$ cat src/rtl/alu_pkg.sv
// Shared command/entry definitions for the ALU command sequencer and its FIFO.
package alu_pkg;

  localparam int unsigned CMD_W = 5;
  localparam int unsigned REP_W = 2;

  localparam int unsigned B_SEL_BIT = 4;
  localparam int unsigned OP_MSB    = 3;
  localparam int unsigned OP_LSB    = 0;

  typedef struct packed {
    logic [REP_W-1:0] rep;
    logic [CMD_W-1:0] cmd;
  } alu_entry_t;

  localparam int unsigned ENTRY_W = $bits(alu_entry_t);

  function automatic alu_entry_t mk_entry(input logic [CMD_W-1:0] cmd,
                                          input logic [REP_W-1:0] rep);
    alu_entry_t e;
    e.rep = rep;
    e.cmd = cmd;
    return e;
  endfunction

endpackage

$ cat src/rtl/alu_cmd_fifo.sv
// Synchronous FIFO of command entries; head is read combinationally, push/pop take effect at the edge.
import alu_pkg::*;

module alu_cmd_fifo #(
  parameter int unsigned DEPTH = 4,
  parameter int unsigned CNT_W = 3
) (
  input  logic             clk,
  input  logic             rst,
  input  logic             i_push,
  input  alu_entry_t       i_data,
  input  logic             i_pop,
  output alu_entry_t       o_head,
  output logic [CNT_W-1:0] o_count,
  output logic             o_full,
  output logic             o_empty
);

  localparam int unsigned PTR_W = (DEPTH > 1) ? $clog2(DEPTH) : 1;

  alu_entry_t       r_mem [DEPTH];
  logic [PTR_W-1:0] r_wr_ptr;
  logic [PTR_W-1:0] r_rd_ptr;
  logic [CNT_W-1:0] r_count;

  logic w_do_push;
  logic w_do_pop;

  assign o_full    = (r_count == CNT_W'(DEPTH));
  assign o_empty   = (r_count == '0);
  assign o_count   = r_count;
  assign o_head    = r_mem[r_rd_ptr];
  assign w_do_push = i_push && !o_full;
  assign w_do_pop  = i_pop && !o_empty;

  always_ff @(posedge clk) begin
    if (w_do_push && !rst) begin
      r_mem[r_wr_ptr] <= i_data;
    end
  end

  // Pointers are exactly log2(DEPTH) wide, so wrap is the natural overflow.
  always_ff @(posedge clk) begin
    if (rst) begin
      r_wr_ptr <= '0;
      r_rd_ptr <= '0;
      r_count  <= '0;
    end else begin
      if (w_do_push) begin
        r_wr_ptr <= r_wr_ptr + PTR_W'(1);
      end
      if (w_do_pop) begin
        r_rd_ptr <= r_rd_ptr + PTR_W'(1);
      end
      if (w_do_push && !w_do_pop) begin
        r_count <= r_count + CNT_W'(1);
      end else if (w_do_pop && !w_do_push) begin
        r_count <= r_count - CNT_W'(1);
      end
    end
  end

endmodule

$ cat src/rtl/alu_cmd_sequencer.sv
// Queues host ALU commands with repeat counts and issues one cmd/noOp pair per clock to the decoder.
import alu_pkg::*;

module alu_cmd_sequencer #(
  parameter int unsigned DEPTH = 4,
  parameter int unsigned CNT_W = 3
) (
  input  logic             clk,
  input  logic             rst,
  input  logic             halt,
  input  logic             in_valid,
  output logic             in_ready,
  input  logic [CMD_W-1:0] in_cmd,
  input  logic [REP_W-1:0] in_rep,
  output logic [CMD_W-1:0] cmd,
  output logic             noOp,
  output logic             busy,
  output logic [CNT_W-1:0] count
);

  typedef enum logic [1:0] {
    ACT_HOLD,
    ACT_REPEAT,
    ACT_POP,
    ACT_IDLE
  } act_e;

  logic [CMD_W-1:0] r_cmd;
  logic [REP_W-1:0] r_left;
  logic             r_noop;

  act_e             w_act;
  logic [CMD_W-1:0] w_cmd_nxt;
  logic [REP_W-1:0] w_left_nxt;
  logic             w_noop_nxt;
  logic             w_pop;
  logic             w_push;
  logic             w_full;
  logic             w_empty;
  alu_entry_t       w_head;
  alu_entry_t       w_in_entry;
  logic [CNT_W-1:0] w_count;

  assign w_in_entry = mk_entry(in_cmd, in_rep);
  assign w_push     = in_valid && !w_full;

  alu_cmd_fifo #(
    .DEPTH (DEPTH),
    .CNT_W (CNT_W)
  ) u_fifo (
    .clk     (clk),
    .rst     (rst),
    .i_push  (w_push),
    .i_data  (w_in_entry),
    .i_pop   (w_pop),
    .o_head  (w_head),
    .o_count (w_count),
    .o_full  (w_full),
    .o_empty (w_empty)
  );

  always_comb begin
    w_act = ACT_IDLE;
    if (halt) begin
      w_act = ACT_HOLD;
    end else if (r_left != '0) begin
      w_act = ACT_REPEAT;
    end else if (!w_empty) begin
      w_act = ACT_POP;
    end
  end

  // Halt leaves cmd/left untouched so the interrupted command resumes with exactly what it owed.
  always_comb begin
    w_cmd_nxt  = r_cmd;
    w_left_nxt = r_left;
    w_noop_nxt = 1'b1;
    w_pop      = 1'b0;
    unique case (w_act)
      ACT_HOLD: begin
        w_noop_nxt = 1'b1;
      end
      ACT_REPEAT: begin
        w_noop_nxt = 1'b0;
        w_left_nxt = r_left - REP_W'(1);
      end
      ACT_POP: begin
        w_pop      = 1'b1;
        w_noop_nxt = 1'b0;
        w_cmd_nxt  = w_head.cmd;
        w_left_nxt = w_head.rep;
      end
      ACT_IDLE: begin
        w_noop_nxt = 1'b1;
        w_cmd_nxt  = '0;
      end
      default: begin
        w_noop_nxt = 1'b1;
      end
    endcase
  end

  always_ff @(posedge clk) begin
    if (rst) begin
      r_cmd  <= '0;
      r_left <= '0;
      r_noop <= 1'b1;
    end else begin
      r_cmd  <= w_cmd_nxt;
      r_left <= w_left_nxt;
      r_noop <= w_noop_nxt;
    end
  end

  assign cmd      = r_cmd;
  assign noOp     = r_noop;
  assign count    = w_count;
  assign in_ready = !w_full;
  assign busy     = !w_empty || (r_left != '0) || !r_noop;

endmodule

$ cat config.mk
export PLATFORM = sky130hd
export DESIGN_NAME = alu_cmd_sequencer
export DESIGN_NICKNAME = d
export VERILOG_FILES = /design/src/rtl/alu_pkg.sv /design/src/rtl/alu_cmd_fifo.sv /design/src/rtl/alu_cmd_sequencer.sv
export SDC_FILE = /design/constraint.sdc
export NUM_CORES = 1
export LEC_CHECK = 0
export ABC_AREA = 1
export CAP_MARGIN = 20
export CORE_MARGIN = 1.5
export CORE_UTILIZATION = 49
export DETAILED_ROUTE_END_ITERATION = 8
export PLACE_DENSITY_LB_ADDON = 0.08
export SLEW_MARGIN = 20
export SYNTH_ARGS = -nofsm -noshare
export SYNTH_HDL_FRONTEND = slang
export SYNTH_SLANG_ARGS = --single-unit
$ cat constraint.sdc
create_clock -name clk -period 3.48 [get_ports clk]
set_input_delay 0.348 -clock clk [delete_from_list [all_inputs] [get_ports clk]]
set_output_delay 0.348 -clock clk [all_outputs]
set_load 0.01 [all_outputs]
# Word-level counts from Yosys, hierarchy flattened

Memories as Yosys holds them, arrays and structs flattened. A register that Yosys moved wholly into a read port is not among the register bits.
Cells that the tools add are included.

Register bits after elaboration: 15
Bits in latches: 0
Bits in writable memories: 28
Memory bits (read-only): 0
Input bits: 11
Output and inout bits: 11
Logic and storage cells: 51
Memories kept: 1

Memories:

| name         | depth | width | rd ports | clocked after Yosys merged registers in | wr ports | line               | RTL |
|---|---|---|---|---|---|---|---|
| u_fifo.r_mem | 4     | 7     | 1        | 1                                       | 1        | alu_cmd_fifo.sv:21 | `alu_entry_t r_mem [DEPTH];` |

$add $sub $neg: 5
$mul: 0
Divide/modulo/power cells: 0
$lt $le $gt $ge: 0
Eq/ne operators: 4
Shifts and indexed selects: 0
Mux-type cells: 13
Bitwise logic cells: 0
Reduce and logical (&&, ||, !) cells: 22

Operator list:

| kind                                                                  | number |
|---|---|
| 5-bit case mux with 2 select lines                                    | 1 |
| 2-bit 2-to-1 mux                                                      | 4 |
| 2-bit nonzero test                                                    | 4 |
| 1-bit logical AND                                                     | 6 |
| 1-bit logical NOT                                                     | 6 |
| 3-bit 2-to-1 mux                                                      | 2 |
| 2-bit by 1-bit adder with 2-bit output, second input constant         | 2 |
| 2-bit equality test, second input constant                            | 2 |
| 1-bit 2-to-1 mux                                                      | 4 |
| 2-bit case mux with 2 select lines                                    | 1 |
| 2-bit OR reduction                                                    | 2 |
| 3-bit by 1-bit adder with 3-bit output, second input constant         | 1 |
| 3-bit equality test, second input constant                            | 1 |
| 3-bit logical NOT                                                     | 1 |
| 3-bit by 1-bit subtractor with 3-bit output, second input constant    | 1 |
| 2-bit by 1-bit equality test with 1-bit output, second input constant | 1 |
| 2-bit logical NOT                                                     | 1 |
| 1-bit logical OR                                                      | 2 |
| 1-bit case mux with 2 select lines                                    | 1 |
| 2-bit by 1-bit subtractor with 2-bit output, second input constant    | 1 |

# Logic depth before layout (Yosys ltp)

Depth in word-level cells: 10
Gate-level depth with buffers: 16
Gate-level depth less buffers: 15

# Hierarchy

From an unflattened synthesis, not the netlist that was laid out.

Cells, all modules: 202
Area, all modules: 2006.9 um2

Modules (own cells, without submodules):

| module            | instances | cells each | area an instance (um2) |
|---|---|---|---|
| alu_cmd_fifo      | 1         | 138        | 1590.3 |
| alu_cmd_sequencer | 1         | 64         | 416.6 |

# Least setup slack after synthesis

No wires, ideal clock.

Kind: reg-to-reg
Start: register r_left[0]
End: register u_fifo.r_count[2], in the netlist u_fifo.o_count[2]
Arrival: 2.093 ns
Required time: 3.361 ns
Path slack: 1.267 ns
Stages on the path, launching flop included: 16
Path buffers: 1
Path through: dfxtp_1 -> inv_1 -> ha_1 -> inv_1 -> or2_1 -> buf_6 -> inv_1 -> ha_1 -> nand2_1 -> ha_1 -> inv_1 -> fa_1 -> nand2_1 -> nand3_1 -> o21ai_0 -> a21oi_1

Cells in the longest elaborated chain, start to end: 9
Elaborated cells on any way between the ends: 11
Classes of those cells: eq/ne: 1; mux: 4; reduce/logical: 6

Ends and longest elaborated chain:

| element                                                       | line                     | RTL |
|---|---|---|
| from (decl)                                                   | alu_cmd_sequencer.sv:29  | `logic [REP_W-1:0] r_left;` |
| from (signal assigned)                                        | alu_cmd_sequencer.sv:110 | `r_left <= w_left_nxt;` |
| 2-bit nonzero test *                                          | alu_cmd_sequencer.sv:66  | `end else if (r_left != '0) begin` |
| 2-bit 2-to-1 mux *                                            | alu_cmd_sequencer.sv:66  |  |
| 2-bit 2-to-1 mux *                                            | alu_cmd_sequencer.sv:64  | `if (halt) begin` |
| 2-bit equality test *                                         | alu_cmd_sequencer.sv:79  | `unique case (w_act)` |
| 1-bit 2-to-1 mux *                                            | alu_cmd_sequencer.sv:79  |  |
| 1-bit logical AND *                                           | alu_cmd_fifo.sv:34       | `assign w_do_pop = i_pop && !o_empty;` |
| 1-bit logical NOT                                             | alu_cmd_fifo.sv:55       | `if (w_do_push && !w_do_pop) begin` |
| 1-bit logical AND                                             | alu_cmd_fifo.sv:55       |  |
| 3-bit 2-to-1 mux / 2-bit nonzero test (equally long branches) | -                        |  |
| to (signal assigned)                                          | alu_cmd_fifo.sv:56       | `r_count <= r_count + CNT_W'(1);` |
| to (signal assigned)                                          | alu_cmd_fifo.sv:58       | `r_count <= r_count - CNT_W'(1);` |
| to (decl)                                                     | alu_cmd_fifo.sv:24       | `logic [CNT_W-1:0] r_count;` |

Every way passes the cells marked *; elsewhere a longest branch is shown, timed or not.
A chain may end at the register's enable or synchronous reset.

# Final worst setup path

Same ends and word-level chain as after synthesis.

==> results.md <==
* Status: finished clean
* Cts bufs inserted at 5
* RePlAce Congestion at 0.7018
* Hold Path Depth at 2
* Distinct cells, synth at 18
* Worst Max-Slew Pin Slew at 693.8 ps
* Simple-Gate Fraction of Synth Area at 0.1854
* H-tree depth at 2
* Grt ovf at 0
* Largest net degree at the start of global routing at 16
* Leak at 0.001039 µW
* Ys flop type: edfxtp_1
* Maxcap violations at 0
* ANT nets after route at 0
* Pre-CTS WS at 755.0 ps
* Post-synthesis mux area share at 0
* DIE WIDTH at 67.60 µm
* Data arrival, critical path at between 2000 and 3000 ps
* XOR/XNOR share of the synthesized area at 0.004284
* Startpoint types: register
* Worst Hold Class: reg2reg
* Vias at between 1000 and 1500
* Mean Syn Cell Area at 9.378 µm²
* First DRT Iteration DRCs at 73
* Synth async-reset ratio at 0
* Area delta synth->final at 15.97%
* Starting Density at 0.5111
* CP Depth at 14
* WL final at 3138 µm
* Die area at ~4600 µm²
* Ys Warns at 0
* Worst path most repeated cell: inv_1
* Clk Tree Root Cell: clkbuf_8
* Total clock sinks at between 40 and 50
* CTS Hold Bufs at 0
* Diode count at 0
* Clk_lat worst skew at 290 ps
* Longest Clk Path Bufs at 2
* CP max stage cell: fa_1
* Final Util at 0.5927
* Tmin final at 2528 ps
* Setup WS post-layout at 951.5 ps
* Clock Skews at 6.658 ps
* Post-synthesis adder-cell area fraction at 0.05875
* Seq/Total Area, Yosys at 0.5777
* Top-level port count at 22
* Cell family with most CP delay: adder cells
* Max Freq at 0.3955 GHz
* Period utilisation layout at 0.7266
* CTS tree: built
* Area contributors post-synth: edfxtp_1 (41%), dfxtp_1 (17%), nand2_1 (11%)
* Peak VDD IR at 0.3267 mV
* Chip height at a little under 70 µm
* HPWL after detailed placement at around 2300 µm
* Post-synth top area share at 0.4113
* CTS clk-pin slew, worst paths at 80 ps
* Drt wl/cell at 10.75 µm
* Rel. slew slack at 0.5358
* Final hold vios at 0
* CP endpoint kind: register
* Endpoints failing setup at 0
* Overall Global Routing Usage at 0.1627
* Remaining DRCs at 0
* CTS resizes at 0
* Pre-antenna DRT Iters at 4
* Largest family of logic cells by synthesized area: simple AND/OR/NAND/NOR gates
* RSZ-0062 raised after global routing: no
* First-pass GRT wire length at 5244 µm
* CP max FO at 7
* Vias in the first global route at 1181
* Cell taking the most area after synthesis: edfxtp_1
* Seq cells post-synth at 45
* Syn Inst Count at 218
* Required @ worst endpoint at between 3000 and 4000 ps
* Initial antenna violation count at 0
* Vias per cell at 4.647
* Core area at 4000 µm²
* Worst-path cell chain: inv_1 -> ha_1 -> inv_1 -> or2_1 -> inv_1 -> ha_1 -> nand2_1 -> ha_1 -> inv_1 -> fa_1 -> nand2_1 -> nand3_1 -> o21ai_0 -> a21oi_1
* Nets at 261
* Worst r2r path cells at 14
* Buffers & Inverters on Critical Path at 4
* # rows at 23
* Post-CTS setup repair buffer count at 0
* Worst stage delay on the critical path at 370 ps
* Setup TNS at 0 ps
* Cell Pwr Density at 660.5 nW/µm²
* Hold_ws at slightly below 500 ps
* Post-synth EDFFs at 28
* Port bufs at 21
* Layout cells sized above 1 at 0.05785
* Syn Nets at 238
* Crit Path Class: reg2reg
* Cell Area, Synth at between 2000 and 2500 µm²
* Max Slew Vio Count at 0
* Synth Area in Compound Gates at 0.05998
[state kept, by name (all words and copies together), names as in the netlist, named ones only]
signal,cells
u_fifo.r_wr_ptr,2
noOp,1
u_fifo.o_count,3
cmd,5
u_fifo.r_mem,28
u_fifo.r_rd_ptr,2
r_left,2
[worst min-delay path, cell delays in order, from the launching register on]
cell	delay, ps
dfxtp_1	310
nand2_1	80
a21oi_2	50
[synthesized netlist by cell type, types with 3 or more instances]
master and instances:
o21ai_0 5, nor2_1 9, nand2_1 61, dfxtp_1 17, buf_6 3, edfxtp_1 28
a21oi_1 9, inv_1 47, nand3_1 18, a21oi_2 6, ha_1 8
[layout make-up]
class | instances | area, µm²
Tap cell | 50 | 62.56
Clock inverter | 2 | 33.78
Inverter | 48 | 180.2
Sequential cell | 45 | 1181
Multi-Input combinational cell | 120 | 630.6
Clock buffer | 6 | 72.57
Timing Repair Buffer | 21 | 210.2
Fill cell | 347 | 1629
[power breakdown]
| part | internal, µW | switching, µW | total (µW) |
|---|---|---|---|
| registers | 644 | 56.7 | 701 |
| clock network | 212 | 160 | 372 |
| logic | 216 | 278 | 494 |
| total | 1070 | 495 | 1570 |
[logic make-up (layout without fill, tap and decap cells)]
group | count (synthesis) | count (layout)
AOI/OAI and AO/OA | 20 | 20
and+or+nand+nor | 90 | 90
buffers and inverters | 53 | 77
xor gates and xnor gates | 1 | 1
DFF | 45 | 45
adders and majority gates | 9 | 9
[stage by stage]
step | total power (µW) | cell area, µm² | instances
after floorplan | 1067 | 2044 | 218
after CTS | 1586 | 2371 | 292
final | 1566 | 2371 | 292
after global routing | 1685 | 2371 | 292
after detailed placement | 1213 | 2265 | 284
after global placement | 1206 | 2265 | 284
[routing by layer]
metal  share of wire  track usage  vias up
li1                -            -      721
met1            0.46       0.1945      610
met2            0.48       0.2672       20
met3           0.039      0.05500        6
met4           0.019      0.06888        0
met5               0            0        -
[cells in the final DEF, fill, tap and decap left out]
master,n
nand2_1,61
inv_1,47
edfxtp_1,28
clkdlybuf4s50_1,21
nand3_1,18
dfxtp_1,17
a21oi_1,9
nor2_1,9
ha_1,8
a21oi_2,6
o21ai_0,5
clkbuf_8,5
or2_1,1
inv_2,1
nor2_8,1
xor2_1,1
fa_1,1
bufinv_16,1
clkinv_1,1
clkbuf_1,1
[final timing paths]
| kind | start | end | slack [ps] |
|---|---|---|---|
| max | r_left[0]$_SDFFE_PP0P_ | u_fifo.o_count[2]$_SDFFE_PP0P_ | 950 |
| min | cmd[2]$_SDFFE_PP0P_ | cmd[2]$_SDFFE_PP0P_ | 480 |
| max reg2reg | r_left[0]$_SDFFE_PP0P_ | u_fifo.o_count[2]$_SDFFE_PP0P_ | 950 |
| min reg2reg | cmd[2]$_SDFFE_PP0P_ | cmd[2]$_SDFFE_PP0P_ | 480 |
(Power assumes the default switching activity.)
